File: src/rtl/bus_fabric_if.sv
// Bundle of bus-source selects, source data and the shared bus value.
// The fabric takes the slave view; whoever drives the selects takes the master view.
interface bus_fabric_if;
  logic        R0out,  R1out,  R2out,  R3out,  R4out,  R5out,  R6out,  R7out;
  logic        R8out,  R9out,  R10out, R11out, R12out, R13out, R14out, R15out;
  logic        HIout,  LOout,  ZHighOut, ZLowOut, PCout, MDRout, InPortOut, Cout;

  logic [31:0] BusMuxIn_R0,  BusMuxIn_R1,  BusMuxIn_R2,  BusMuxIn_R3;
  logic [31:0] BusMuxIn_R4,  BusMuxIn_R5,  BusMuxIn_R6,  BusMuxIn_R7;
  logic [31:0] BusMuxIn_R8,  BusMuxIn_R9,  BusMuxIn_R10, BusMuxIn_R11;
  logic [31:0] BusMuxIn_R12, BusMuxIn_R13, BusMuxIn_R14, BusMuxIn_R15;
  logic [31:0] BusMuxIn_HI,  BusMuxIn_LO,  BusMuxIn_Zhigh, BusMuxIn_Zlow;
  logic [31:0] BusMuxIn_PC,  BusMuxIn_MDR, BusMuxIn_InPort, C_sign_extended;

  logic [31:0] BusMuxOut;

  modport master (
    output R0out, R1out, R2out, R3out, R4out, R5out, R6out, R7out,
           R8out, R9out, R10out, R11out, R12out, R13out, R14out, R15out,
           HIout, LOout, ZHighOut, ZLowOut, PCout, MDRout, InPortOut, Cout,
           BusMuxIn_R0, BusMuxIn_R1, BusMuxIn_R2, BusMuxIn_R3,
           BusMuxIn_R4, BusMuxIn_R5, BusMuxIn_R6, BusMuxIn_R7,
           BusMuxIn_R8, BusMuxIn_R9, BusMuxIn_R10, BusMuxIn_R11,
           BusMuxIn_R12, BusMuxIn_R13, BusMuxIn_R14, BusMuxIn_R15,
           BusMuxIn_HI, BusMuxIn_LO, BusMuxIn_Zhigh, BusMuxIn_Zlow,
           BusMuxIn_PC, BusMuxIn_MDR, BusMuxIn_InPort, C_sign_extended,
    input  BusMuxOut
  );

  modport slave (
    input  R0out, R1out, R2out, R3out, R4out, R5out, R6out, R7out,
           R8out, R9out, R10out, R11out, R12out, R13out, R14out, R15out,
           HIout, LOout, ZHighOut, ZLowOut, PCout, MDRout, InPortOut, Cout,
           BusMuxIn_R0, BusMuxIn_R1, BusMuxIn_R2, BusMuxIn_R3,
           BusMuxIn_R4, BusMuxIn_R5, BusMuxIn_R6, BusMuxIn_R7,
           BusMuxIn_R8, BusMuxIn_R9, BusMuxIn_R10, BusMuxIn_R11,
           BusMuxIn_R12, BusMuxIn_R13, BusMuxIn_R14, BusMuxIn_R15,
           BusMuxIn_HI, BusMuxIn_LO, BusMuxIn_Zhigh, BusMuxIn_Zlow,
           BusMuxIn_PC, BusMuxIn_MDR, BusMuxIn_InPort, C_sign_extended,
    output BusMuxOut
  );
endinterface

File: src/rtl/bus_fabric.sv


module bus_fabric (
  input  logic         clk,
  input  logic         clr,
`ifdef BUS_ERR_EN
  output logic         bus_error,
`endif
  bus_fabric_if.slave  bus
);
  logic [31:0] sel;
  logic [31:0] data [32];
  logic [4:0]  code;
  logic        any_sel;

  // NOTE: every always_comb output gets a default first, so no path can infer a latch.
  always_comb begin
    sel     = '0;
    sel[0]  = bus.R0out;    sel[1]  = bus.R1out;    sel[2]  = bus.R2out;
    sel[3]  = bus.R3out;    sel[4]  = bus.R4out;    sel[5]  = bus.R5out;
    sel[6]  = bus.R6out;    sel[7]  = bus.R7out;    sel[8]  = bus.R8out;
    sel[9]  = bus.R9out;    sel[10] = bus.R10out;   sel[11] = bus.R11out;
    sel[12] = bus.R12out;   sel[13] = bus.R13out;   sel[14] = bus.R14out;
    sel[15] = bus.R15out;   sel[16] = bus.HIout;    sel[17] = bus.LOout;
    sel[18] = bus.ZHighOut; sel[19] = bus.ZLowOut;  sel[20] = bus.PCout;
    sel[21] = bus.MDRout;   sel[22] = bus.InPortOut; sel[23] = bus.Cout;
  end

  // Slots 24-31 stay zero so an out-of-range code still yields 0 on the bus.
  always_comb begin
    for (int i = 0; i < 32; i++) data[i] = '0;
    data[0]  = bus.BusMuxIn_R0;    data[1]  = bus.BusMuxIn_R1;
    data[2]  = bus.BusMuxIn_R2;    data[3]  = bus.BusMuxIn_R3;
    data[4]  = bus.BusMuxIn_R4;    data[5]  = bus.BusMuxIn_R5;
    data[6]  = bus.BusMuxIn_R6;    data[7]  = bus.BusMuxIn_R7;
    data[8]  = bus.BusMuxIn_R8;    data[9]  = bus.BusMuxIn_R9;
    data[10] = bus.BusMuxIn_R10;   data[11] = bus.BusMuxIn_R11;
    data[12] = bus.BusMuxIn_R12;   data[13] = bus.BusMuxIn_R13;
    data[14] = bus.BusMuxIn_R14;   data[15] = bus.BusMuxIn_R15;
    data[16] = bus.BusMuxIn_HI;    data[17] = bus.BusMuxIn_LO;
    data[18] = bus.BusMuxIn_Zhigh; data[19] = bus.BusMuxIn_Zlow;
    data[20] = bus.BusMuxIn_PC;    data[21] = bus.BusMuxIn_MDR;
    data[22] = bus.BusMuxIn_InPort; data[23] = bus.C_sign_extended;
  end

  // Scan high to low so the lowest asserted select is the last one written and wins.
  always_comb begin
    code    = '0;
    any_sel = 1'b0;
    for (int i = 31; i >= 0; i--) begin
      if (sel[i]) begin
        code    = 5'(i);
        any_sel = 1'b1;
      end
    end
  end

  assign bus.BusMuxOut = any_sel ? data[code] : 32'h0000_0000;

`ifdef BUS_ERR_EN
  logic multi_sel;

  // Clearing the lowest set bit leaves something only if two or more selects are high.
  assign multi_sel = |(sel & (sel - 32'd1));

  always_ff @(posedge clk) begin
    if (clr)            bus_error <= 1'b0;
    else if (multi_sel) bus_error <= 1'b1;
  end
`else
  wire unused_clk_clr = clk ^ clr;
`endif
endmodule

File: src/flat_wrapper.sv
// flat-port wrapper written by rule: the top's interface ports become plain ports
module bus_fabric_flat 
  (clk, clr, bus_R0out, bus_R1out, bus_R2out, bus_R3out, bus_R4out, bus_R5out, bus_R6out, bus_R7out, bus_R8out, bus_R9out, bus_R10out, bus_R11out, bus_R12out, bus_R13out, bus_R14out, bus_R15out, bus_HIout, bus_LOout, bus_ZHighOut, bus_ZLowOut, bus_PCout, bus_MDRout, bus_InPortOut, bus_Cout, bus_BusMuxIn_R0, bus_BusMuxIn_R1, bus_BusMuxIn_R2, bus_BusMuxIn_R3, bus_BusMuxIn_R4, bus_BusMuxIn_R5, bus_BusMuxIn_R6, bus_BusMuxIn_R7, bus_BusMuxIn_R8, bus_BusMuxIn_R9, bus_BusMuxIn_R10, bus_BusMuxIn_R11, bus_BusMuxIn_R12, bus_BusMuxIn_R13, bus_BusMuxIn_R14, bus_BusMuxIn_R15, bus_BusMuxIn_HI, bus_BusMuxIn_LO, bus_BusMuxIn_Zhigh, bus_BusMuxIn_Zlow, bus_BusMuxIn_PC, bus_BusMuxIn_MDR, bus_BusMuxIn_InPort, bus_C_sign_extended, bus_BusMuxOut);
  bus_fabric_if bus_i ();
  input  logic clk;
  input  logic clr;
  input wire logic [$bits(bus_i.R0out)-1:0] bus_R0out;
  input wire logic [$bits(bus_i.R1out)-1:0] bus_R1out;
  input wire logic [$bits(bus_i.R2out)-1:0] bus_R2out;
  input wire logic [$bits(bus_i.R3out)-1:0] bus_R3out;
  input wire logic [$bits(bus_i.R4out)-1:0] bus_R4out;
  input wire logic [$bits(bus_i.R5out)-1:0] bus_R5out;
  input wire logic [$bits(bus_i.R6out)-1:0] bus_R6out;
  input wire logic [$bits(bus_i.R7out)-1:0] bus_R7out;
  input wire logic [$bits(bus_i.R8out)-1:0] bus_R8out;
  input wire logic [$bits(bus_i.R9out)-1:0] bus_R9out;
  input wire logic [$bits(bus_i.R10out)-1:0] bus_R10out;
  input wire logic [$bits(bus_i.R11out)-1:0] bus_R11out;
  input wire logic [$bits(bus_i.R12out)-1:0] bus_R12out;
  input wire logic [$bits(bus_i.R13out)-1:0] bus_R13out;
  input wire logic [$bits(bus_i.R14out)-1:0] bus_R14out;
  input wire logic [$bits(bus_i.R15out)-1:0] bus_R15out;
  input wire logic [$bits(bus_i.HIout)-1:0] bus_HIout;
  input wire logic [$bits(bus_i.LOout)-1:0] bus_LOout;
  input wire logic [$bits(bus_i.ZHighOut)-1:0] bus_ZHighOut;
  input wire logic [$bits(bus_i.ZLowOut)-1:0] bus_ZLowOut;
  input wire logic [$bits(bus_i.PCout)-1:0] bus_PCout;
  input wire logic [$bits(bus_i.MDRout)-1:0] bus_MDRout;
  input wire logic [$bits(bus_i.InPortOut)-1:0] bus_InPortOut;
  input wire logic [$bits(bus_i.Cout)-1:0] bus_Cout;
  input wire logic [$bits(bus_i.BusMuxIn_R0)-1:0] bus_BusMuxIn_R0;
  input wire logic [$bits(bus_i.BusMuxIn_R1)-1:0] bus_BusMuxIn_R1;
  input wire logic [$bits(bus_i.BusMuxIn_R2)-1:0] bus_BusMuxIn_R2;
  input wire logic [$bits(bus_i.BusMuxIn_R3)-1:0] bus_BusMuxIn_R3;
  input wire logic [$bits(bus_i.BusMuxIn_R4)-1:0] bus_BusMuxIn_R4;
  input wire logic [$bits(bus_i.BusMuxIn_R5)-1:0] bus_BusMuxIn_R5;
  input wire logic [$bits(bus_i.BusMuxIn_R6)-1:0] bus_BusMuxIn_R6;
  input wire logic [$bits(bus_i.BusMuxIn_R7)-1:0] bus_BusMuxIn_R7;
  input wire logic [$bits(bus_i.BusMuxIn_R8)-1:0] bus_BusMuxIn_R8;
  input wire logic [$bits(bus_i.BusMuxIn_R9)-1:0] bus_BusMuxIn_R9;
  input wire logic [$bits(bus_i.BusMuxIn_R10)-1:0] bus_BusMuxIn_R10;
  input wire logic [$bits(bus_i.BusMuxIn_R11)-1:0] bus_BusMuxIn_R11;
  input wire logic [$bits(bus_i.BusMuxIn_R12)-1:0] bus_BusMuxIn_R12;
  input wire logic [$bits(bus_i.BusMuxIn_R13)-1:0] bus_BusMuxIn_R13;
  input wire logic [$bits(bus_i.BusMuxIn_R14)-1:0] bus_BusMuxIn_R14;
  input wire logic [$bits(bus_i.BusMuxIn_R15)-1:0] bus_BusMuxIn_R15;
  input wire logic [$bits(bus_i.BusMuxIn_HI)-1:0] bus_BusMuxIn_HI;
  input wire logic [$bits(bus_i.BusMuxIn_LO)-1:0] bus_BusMuxIn_LO;
  input wire logic [$bits(bus_i.BusMuxIn_Zhigh)-1:0] bus_BusMuxIn_Zhigh;
  input wire logic [$bits(bus_i.BusMuxIn_Zlow)-1:0] bus_BusMuxIn_Zlow;
  input wire logic [$bits(bus_i.BusMuxIn_PC)-1:0] bus_BusMuxIn_PC;
  input wire logic [$bits(bus_i.BusMuxIn_MDR)-1:0] bus_BusMuxIn_MDR;
  input wire logic [$bits(bus_i.BusMuxIn_InPort)-1:0] bus_BusMuxIn_InPort;
  input wire logic [$bits(bus_i.C_sign_extended)-1:0] bus_C_sign_extended;
  output wire logic [$bits(bus_i.BusMuxOut)-1:0] bus_BusMuxOut;
  assign bus_i.R0out = bus_R0out;
  assign bus_i.R1out = bus_R1out;
  assign bus_i.R2out = bus_R2out;
  assign bus_i.R3out = bus_R3out;
  assign bus_i.R4out = bus_R4out;
  assign bus_i.R5out = bus_R5out;
  assign bus_i.R6out = bus_R6out;
  assign bus_i.R7out = bus_R7out;
  assign bus_i.R8out = bus_R8out;
  assign bus_i.R9out = bus_R9out;
  assign bus_i.R10out = bus_R10out;
  assign bus_i.R11out = bus_R11out;
  assign bus_i.R12out = bus_R12out;
  assign bus_i.R13out = bus_R13out;
  assign bus_i.R14out = bus_R14out;
  assign bus_i.R15out = bus_R15out;
  assign bus_i.HIout = bus_HIout;
  assign bus_i.LOout = bus_LOout;
  assign bus_i.ZHighOut = bus_ZHighOut;
  assign bus_i.ZLowOut = bus_ZLowOut;
  assign bus_i.PCout = bus_PCout;
  assign bus_i.MDRout = bus_MDRout;
  assign bus_i.InPortOut = bus_InPortOut;
  assign bus_i.Cout = bus_Cout;
  assign bus_i.BusMuxIn_R0 = bus_BusMuxIn_R0;
  assign bus_i.BusMuxIn_R1 = bus_BusMuxIn_R1;
  assign bus_i.BusMuxIn_R2 = bus_BusMuxIn_R2;
  assign bus_i.BusMuxIn_R3 = bus_BusMuxIn_R3;
  assign bus_i.BusMuxIn_R4 = bus_BusMuxIn_R4;
  assign bus_i.BusMuxIn_R5 = bus_BusMuxIn_R5;
  assign bus_i.BusMuxIn_R6 = bus_BusMuxIn_R6;
  assign bus_i.BusMuxIn_R7 = bus_BusMuxIn_R7;
  assign bus_i.BusMuxIn_R8 = bus_BusMuxIn_R8;
  assign bus_i.BusMuxIn_R9 = bus_BusMuxIn_R9;
  assign bus_i.BusMuxIn_R10 = bus_BusMuxIn_R10;
  assign bus_i.BusMuxIn_R11 = bus_BusMuxIn_R11;
  assign bus_i.BusMuxIn_R12 = bus_BusMuxIn_R12;
  assign bus_i.BusMuxIn_R13 = bus_BusMuxIn_R13;
  assign bus_i.BusMuxIn_R14 = bus_BusMuxIn_R14;
  assign bus_i.BusMuxIn_R15 = bus_BusMuxIn_R15;
  assign bus_i.BusMuxIn_HI = bus_BusMuxIn_HI;
  assign bus_i.BusMuxIn_LO = bus_BusMuxIn_LO;
  assign bus_i.BusMuxIn_Zhigh = bus_BusMuxIn_Zhigh;
  assign bus_i.BusMuxIn_Zlow = bus_BusMuxIn_Zlow;
  assign bus_i.BusMuxIn_PC = bus_BusMuxIn_PC;
  assign bus_i.BusMuxIn_MDR = bus_BusMuxIn_MDR;
  assign bus_i.BusMuxIn_InPort = bus_BusMuxIn_InPort;
  assign bus_i.C_sign_extended = bus_C_sign_extended;
  assign bus_BusMuxOut = bus_i.BusMuxOut;
  bus_fabric u_core (.clk(clk), .clr(clr), .bus(bus_i));
endmodule
File: config.mk
export PLATFORM = sky130hd
export DESIGN_NAME = bus_fabric_flat
export DESIGN_NICKNAME = d
export VERILOG_FILES = /design/src/rtl/bus_fabric_if.sv /design/src/rtl/bus_fabric.sv /design/src/flat_wrapper.sv
export SDC_FILE = /design/constraint.sdc
export NUM_CORES = 1
export LEC_CHECK = 0
export CAP_MARGIN = 25
export CORE_AREA = 2 2 324 326
export DETAILED_ROUTE_END_ITERATION = 8
export DIE_AREA = 0 0 326 328
export SLEW_MARGIN = 20
export SYNTH_ARGS = -nofsm -noshare
export SYNTH_HDL_FRONTEND = slang
export SYNTH_SLANG_ARGS = --single-unit
File: constraint.sdc
create_clock -name vclk -period 3
set_clock_uncertainty 0.2 [all_clocks]
set_input_delay 0.45 -clock vclk [all_inputs]
set_output_delay 0.45 -clock vclk [all_outputs]
set_load 0.005 [all_outputs]
Word level (Yosys, flattened, before mapping)

Index checks and enable logic that the tools add are counted.
W data, S select, Z words.

Bitwise logic cells: 1
Magnitude comparators: 1
Muxes and demuxes: 52

Operators by type and width:

| cell                 | count |
|---|---|
| $bmux W32 S5         | 1 |
| $mux W5              | 24 |
| $mux W32             | 3 |
| $mux W1              | 24 |
| $ge A6 B6 Y1 const B | 1 |
| $not A5 Y6           | 1 |

Output and inout bits: 32
Register bits: 0
Input bits: 794

Depth between registers and ports, before layout

Gate-level depths: netlist of run 1.

Word-level depth: 29
Gate-level depth with buffers: 12
Mapped depth without buffers: 8

Worst setup path before layout of run 1

Ideal clock, no wire load.

Path kind: input port to output port
Start point: in bus_R7out
End point: out bus_BusMuxOut[11]
Path buffers: 3
Stages on the path: 10
Data arrival time: 2.604 ns
Path slack: -0.254 ns
Path through: nor2b_1 or4_1 a31o_1 o21a_1 buf_2 buf_6 buf_2 mux2i_1 a221o_1 a211oi_1

Cells in the longest elaborated chain, start to end: 13

RTL lines:

| what                                        | line               | text |
|---|---|---|
| start, declared                             | flat_wrapper.sv:14 | `input wire logic [$bits(bus_i.R7out)-1:0] bus_R7out;` |
| $mux W5 (8 in a row)                        | bus_fabric.sv:51   | `if (sel[i]) begin` |
| $not A5 Y6 (not written as such)            | bus_fabric.sv:58   | `assign bus.BusMuxOut = any_sel ? data[code] : 32'h0000_0000;` |
| $bmux W32 S5                                | bus_fabric.sv:58   |  |
| $mux W32 (not written as such) (2 in a row) | bus_fabric.sv:58   |  |
| $mux W32 *                                  | bus_fabric.sv:58   |  |
| end, declared                               | flat_wrapper.sv:55 | `output wire logic [$bits(bus_i.BusMuxOut)-1:0] bus_BusMuxOut;` |

Mark *: on every way between the ends. The rest lies on a longest branch, timed or not. The select of a mux whose other input is x is not followed.

Final worst setup path of run 1

Start point: in bus_R7out
End point: out bus_BusMuxOut[18]

Same word-level chain as after synthesis.

==> impl_metrics.py, run 1 <==
metrics = {
    "routing": {
        "drt_iter0_drc": 813,
        "dr_total_vias": 14500,
        "route.detailed.drc": 0,
        "wl_per_cell_um": 27.8,
        "routed_via_density": 3.98,
        "drt_pass1_iterations": 6,
        "ant_nets": 0,
        "drt-total-wl_mm": 101,
    },
    "critical_path": {
        "arrival_ns": 3.43,
        "path_delay_family": "buffers and inverters",
        "cpPeakStageDelay_ns": 0.49,
        "start_kind": "input pin",
        "cp_cell_sequence": "buf_6, nor2b_4, or4_4, a31o_4, buf_6, o21a_4, buf_12, buf_12, buf_16, buf_8, buf_16, mux2_2, o22ai_1, a21o_4, a311oi_2, buf_2",
        "critPathRequiredTime_ns": 2.35,
        "path_class": "input pin to output port",
        "crit_path_max_fanout": 7,
        "path_buf_inv": 8,
        "cp_slowest_cell": "or4_4",
        "end_kind": "output port",
    },
    "logic_synthesis": {
        "synth_area_um2": 7260,
        "syn_area_per_cell_um2": 5.94,
        "synth_cells": 1222,
        "synth.area.top_cells": "nand2_1, a21oi_1, mux2i_1, mux2_2, a21o_1",
        "synth_fp_nets": 2016,
        "synth.distinct_cells": 53,
        "yosys.area.top_type_share_pct": 22.7,
        "yosysSeqAreaShare_pct": 0,
        "yosysWarnings": 0,
        "yosysTopAreaCell": "nand2_1",
    },
    "sta": {
        "fin_ws_ns": -1.08,
        "report.final.slew_viol_count": 0,
        "worst_hold_slack_ns": 1.49,
        "min_period_ns": 4.08,
        "rsz0062_at_grt": "true",
        "hold_viol_final": 0,
        "worst-slew-pin-transition_ns": 0.646,
        "period_share_pct": 136,
        "finalSetupViolations": 32,
        "maxSlewHeadroom_pct": 57.0,
        "fmax_mhz": 245,
    },
    "grt": {
        "grt_max_degree": 34,
        "grt_overflow": 0,
        "grt_pass1_vias": 14900,
        "antenna_found_initial": 38,
        "grt_pass1_wl_mm": 128,
        "grt.total_usage_pct": 17.4,
    },
    "final_layout": {
        "flops_and_latches": 0,
        "drive_above_1_share_pct": 34.5,
        "fin_nets": 3053,
        "clkbuf_count": 0,
        "fillers": 11300,
        "seq_area_um2": 0,
        "fin_cells": 3650,
        "syn2layout_area_growth_pct": 221,
    },
    "floorplan": {
        "die_h_um": 328,
        "die_area_um2": 107000,
        "ios": 826,
        "start_util_pct": 7.04,
        "num_rows": 118,
        "core_um2": 103000,
        "die-width_um": 326,
    },
    "cts": {
        "cts_hold_buf": 0,
    },
    "placed_design": {
        "placed_cells": 3503,
        "place.gp.congestion": 0.894,
        "place_hpwl_mm": 79.9,
        "io_buffers": 824,
    },
    "run_status": {
        "failed_checks": "negative setup slack",
        "status": "complete, but fails checks",
    },
    "power_and_ir_drop": {
        "peakVddDrop_v": 0.0000758,
        "power_density_nw_per_um2": 160,
        "p_leak_nw": 8.70,
    },
    "hold_path": {
        "hp-class": "input pin to output port",
    },
    "run": {
        "maxCapViolCount": 0,
    },
}
-- synth_stat cells, drive strengths merged (2+ instances only) --
| library cell | instances |
|---|---|
| nor4b | 2 |
| a31oi | 5 |
| clkbuf | 58 |
| a2111oi | 28 |
| o21ai | 11 |
| nand3 | 57 |
| inv | 3 |
| nor4 | 4 |
| a31o | 2 |
| o31ai | 5 |
| or2 | 2 |
| a211oi | 4 |
| o221a | 28 |
| nor3 | 35 |
| mux2 | 84 |
| nor2 | 25 |
| or4 | 4 |
| a311oi | 33 |
| nand2 | 440 |
| o211ai | 3 |
| o22ai | 31 |
| buf | 53 |
| a21oi | 156 |
| nor2b | 3 |
| mux2i | 75 |
| a221o | 3 |
| a21o | 57 |
-- cells in the final DEF (no fill, tap or decap), drive strengths merged, types with 2 or more instances in the layout --
cell type,synthesis,routed
clkbuf,58,11
o21ai,11,11
inv,3,3
dlygate4sd2,0,10
a211oi,4,4
o221a,28,28
o31ai,5,5
or4,4,4
nor4b,2,2
clkdlybuf4s15,0,5
nand3,57,57
nor2,25,25
a311oi,33,33
a21oi,156,156
nand2,440,440
o211ai,3,3
o22ai,31,31
bufbuf,0,4
a31o,2,2
clkdlybuf4s50,0,768
a21o,57,57
mux2i,75,75
a31oi,5,5
or2,2,2
diode,0,13
nor4,4,4
mux2,84,84
a221o,3,3
a2111oi,28,28
nor2b,3,3
buf,53,347
nor3,35,35
-- metal layers --
metal	vias up	wire [um]	global-route usage, %
met3	140	6730	3.10
met2	780	46400	29.2
met4	32	2510	2.62
li1	6564	-	-
met1	7022	45500	23.6
met5	-	208	0
-- metrics by stage --
| stage | setup WS, ns | utilization (%) | setup TNS [ns] | cell area (um^2) | power [mW] |
|---|---|---|---|---|---|
| 2_1_floorplan | -0.127 | - | -3.82 | 8030 | 0.982 |
| 3_3_place_gp | -2.34 | 18.7 | -58.46 | 19300 | 2.93 |
| 3_5_place_dp | -2.30 | 18.7 | -58.23 | 19300 | 2.93 |
| 4_1_cts | -1.08 | 21.5 | -29.97 | 22200 | 3.54 |
| 5_1_grt | -1.10 | 22.6 | -31.96 | 23300 | 3.92 |
| 6_report | -1.08 | 22.6 | -30.01 | 23300 | 3.74 |
-- timing repair --
action	in CTS	in global routing
resized for setup	460	187
endpoints found under the setup margin	32	32
cloned	26	10
pin swaps	82	77
buffers inserted	79	34
-- final timing paths --
check / startpoint / end / slack [ns] / depth (start not counted)
worst max-delay path: bus_R7out / bus_BusMuxOut[18] / -1.08 / 16
worst min-delay path: bus_BusMuxIn_LO[13] / bus_BusMuxOut[13] / 1.49 / 5
-- cells by family after synthesis --
kind of cell,Yosys count,synth area share [%]
simple gates,575,32.4
compound gates,374,35.3
mux,159,24.8
buf+inv,114,7.53
-- tightest hold or removal path, delay by kind of cell --
family | cells | cell delay, ns
and+or+nand+nor | 1 | 0.06
AOI/OAI and AO/OA | 2 | 0.22
buffers and inverters | 2 | 0.52
-- where the power goes --
group	total, mW	leakage [nW]	internal [mW]	switching (mW)
Sequential	0	0	0	0
Clock	0.000000553	0.0000814	0.000000553	0
Combinational	3.74	8.70	2.14	1.60
Total	3.74	8.70	2.14	1.60
-- final cells by class --
type	instances	area [um^2]	share of cell area [%]
inverter	3	11.3	0.0483
tap	1380	1730	7.40
multi-input combinational	1108	9220	39.5
timing repair buffer	1146	12300	52.9
antenna	13	32.5	0.139
(Power assumes the default switching activity.)
==> run 2: changes to the inputs <==
--- a/config.mk
+++ b/config.mk
@@ -5,7 +5,6 @@
 export SDC_FILE = /design/constraint.sdc
 export NUM_CORES = 1
 export LEC_CHECK = 0
-export CAP_MARGIN = 25
 export CORE_AREA = 2 2 324 326
 export DETAILED_ROUTE_END_ITERATION = 8
 export DIE_AREA = 0 0 326 328
==> results of run 2 <==
No change in the layout: final DEF, timing and power equal those of run 1.
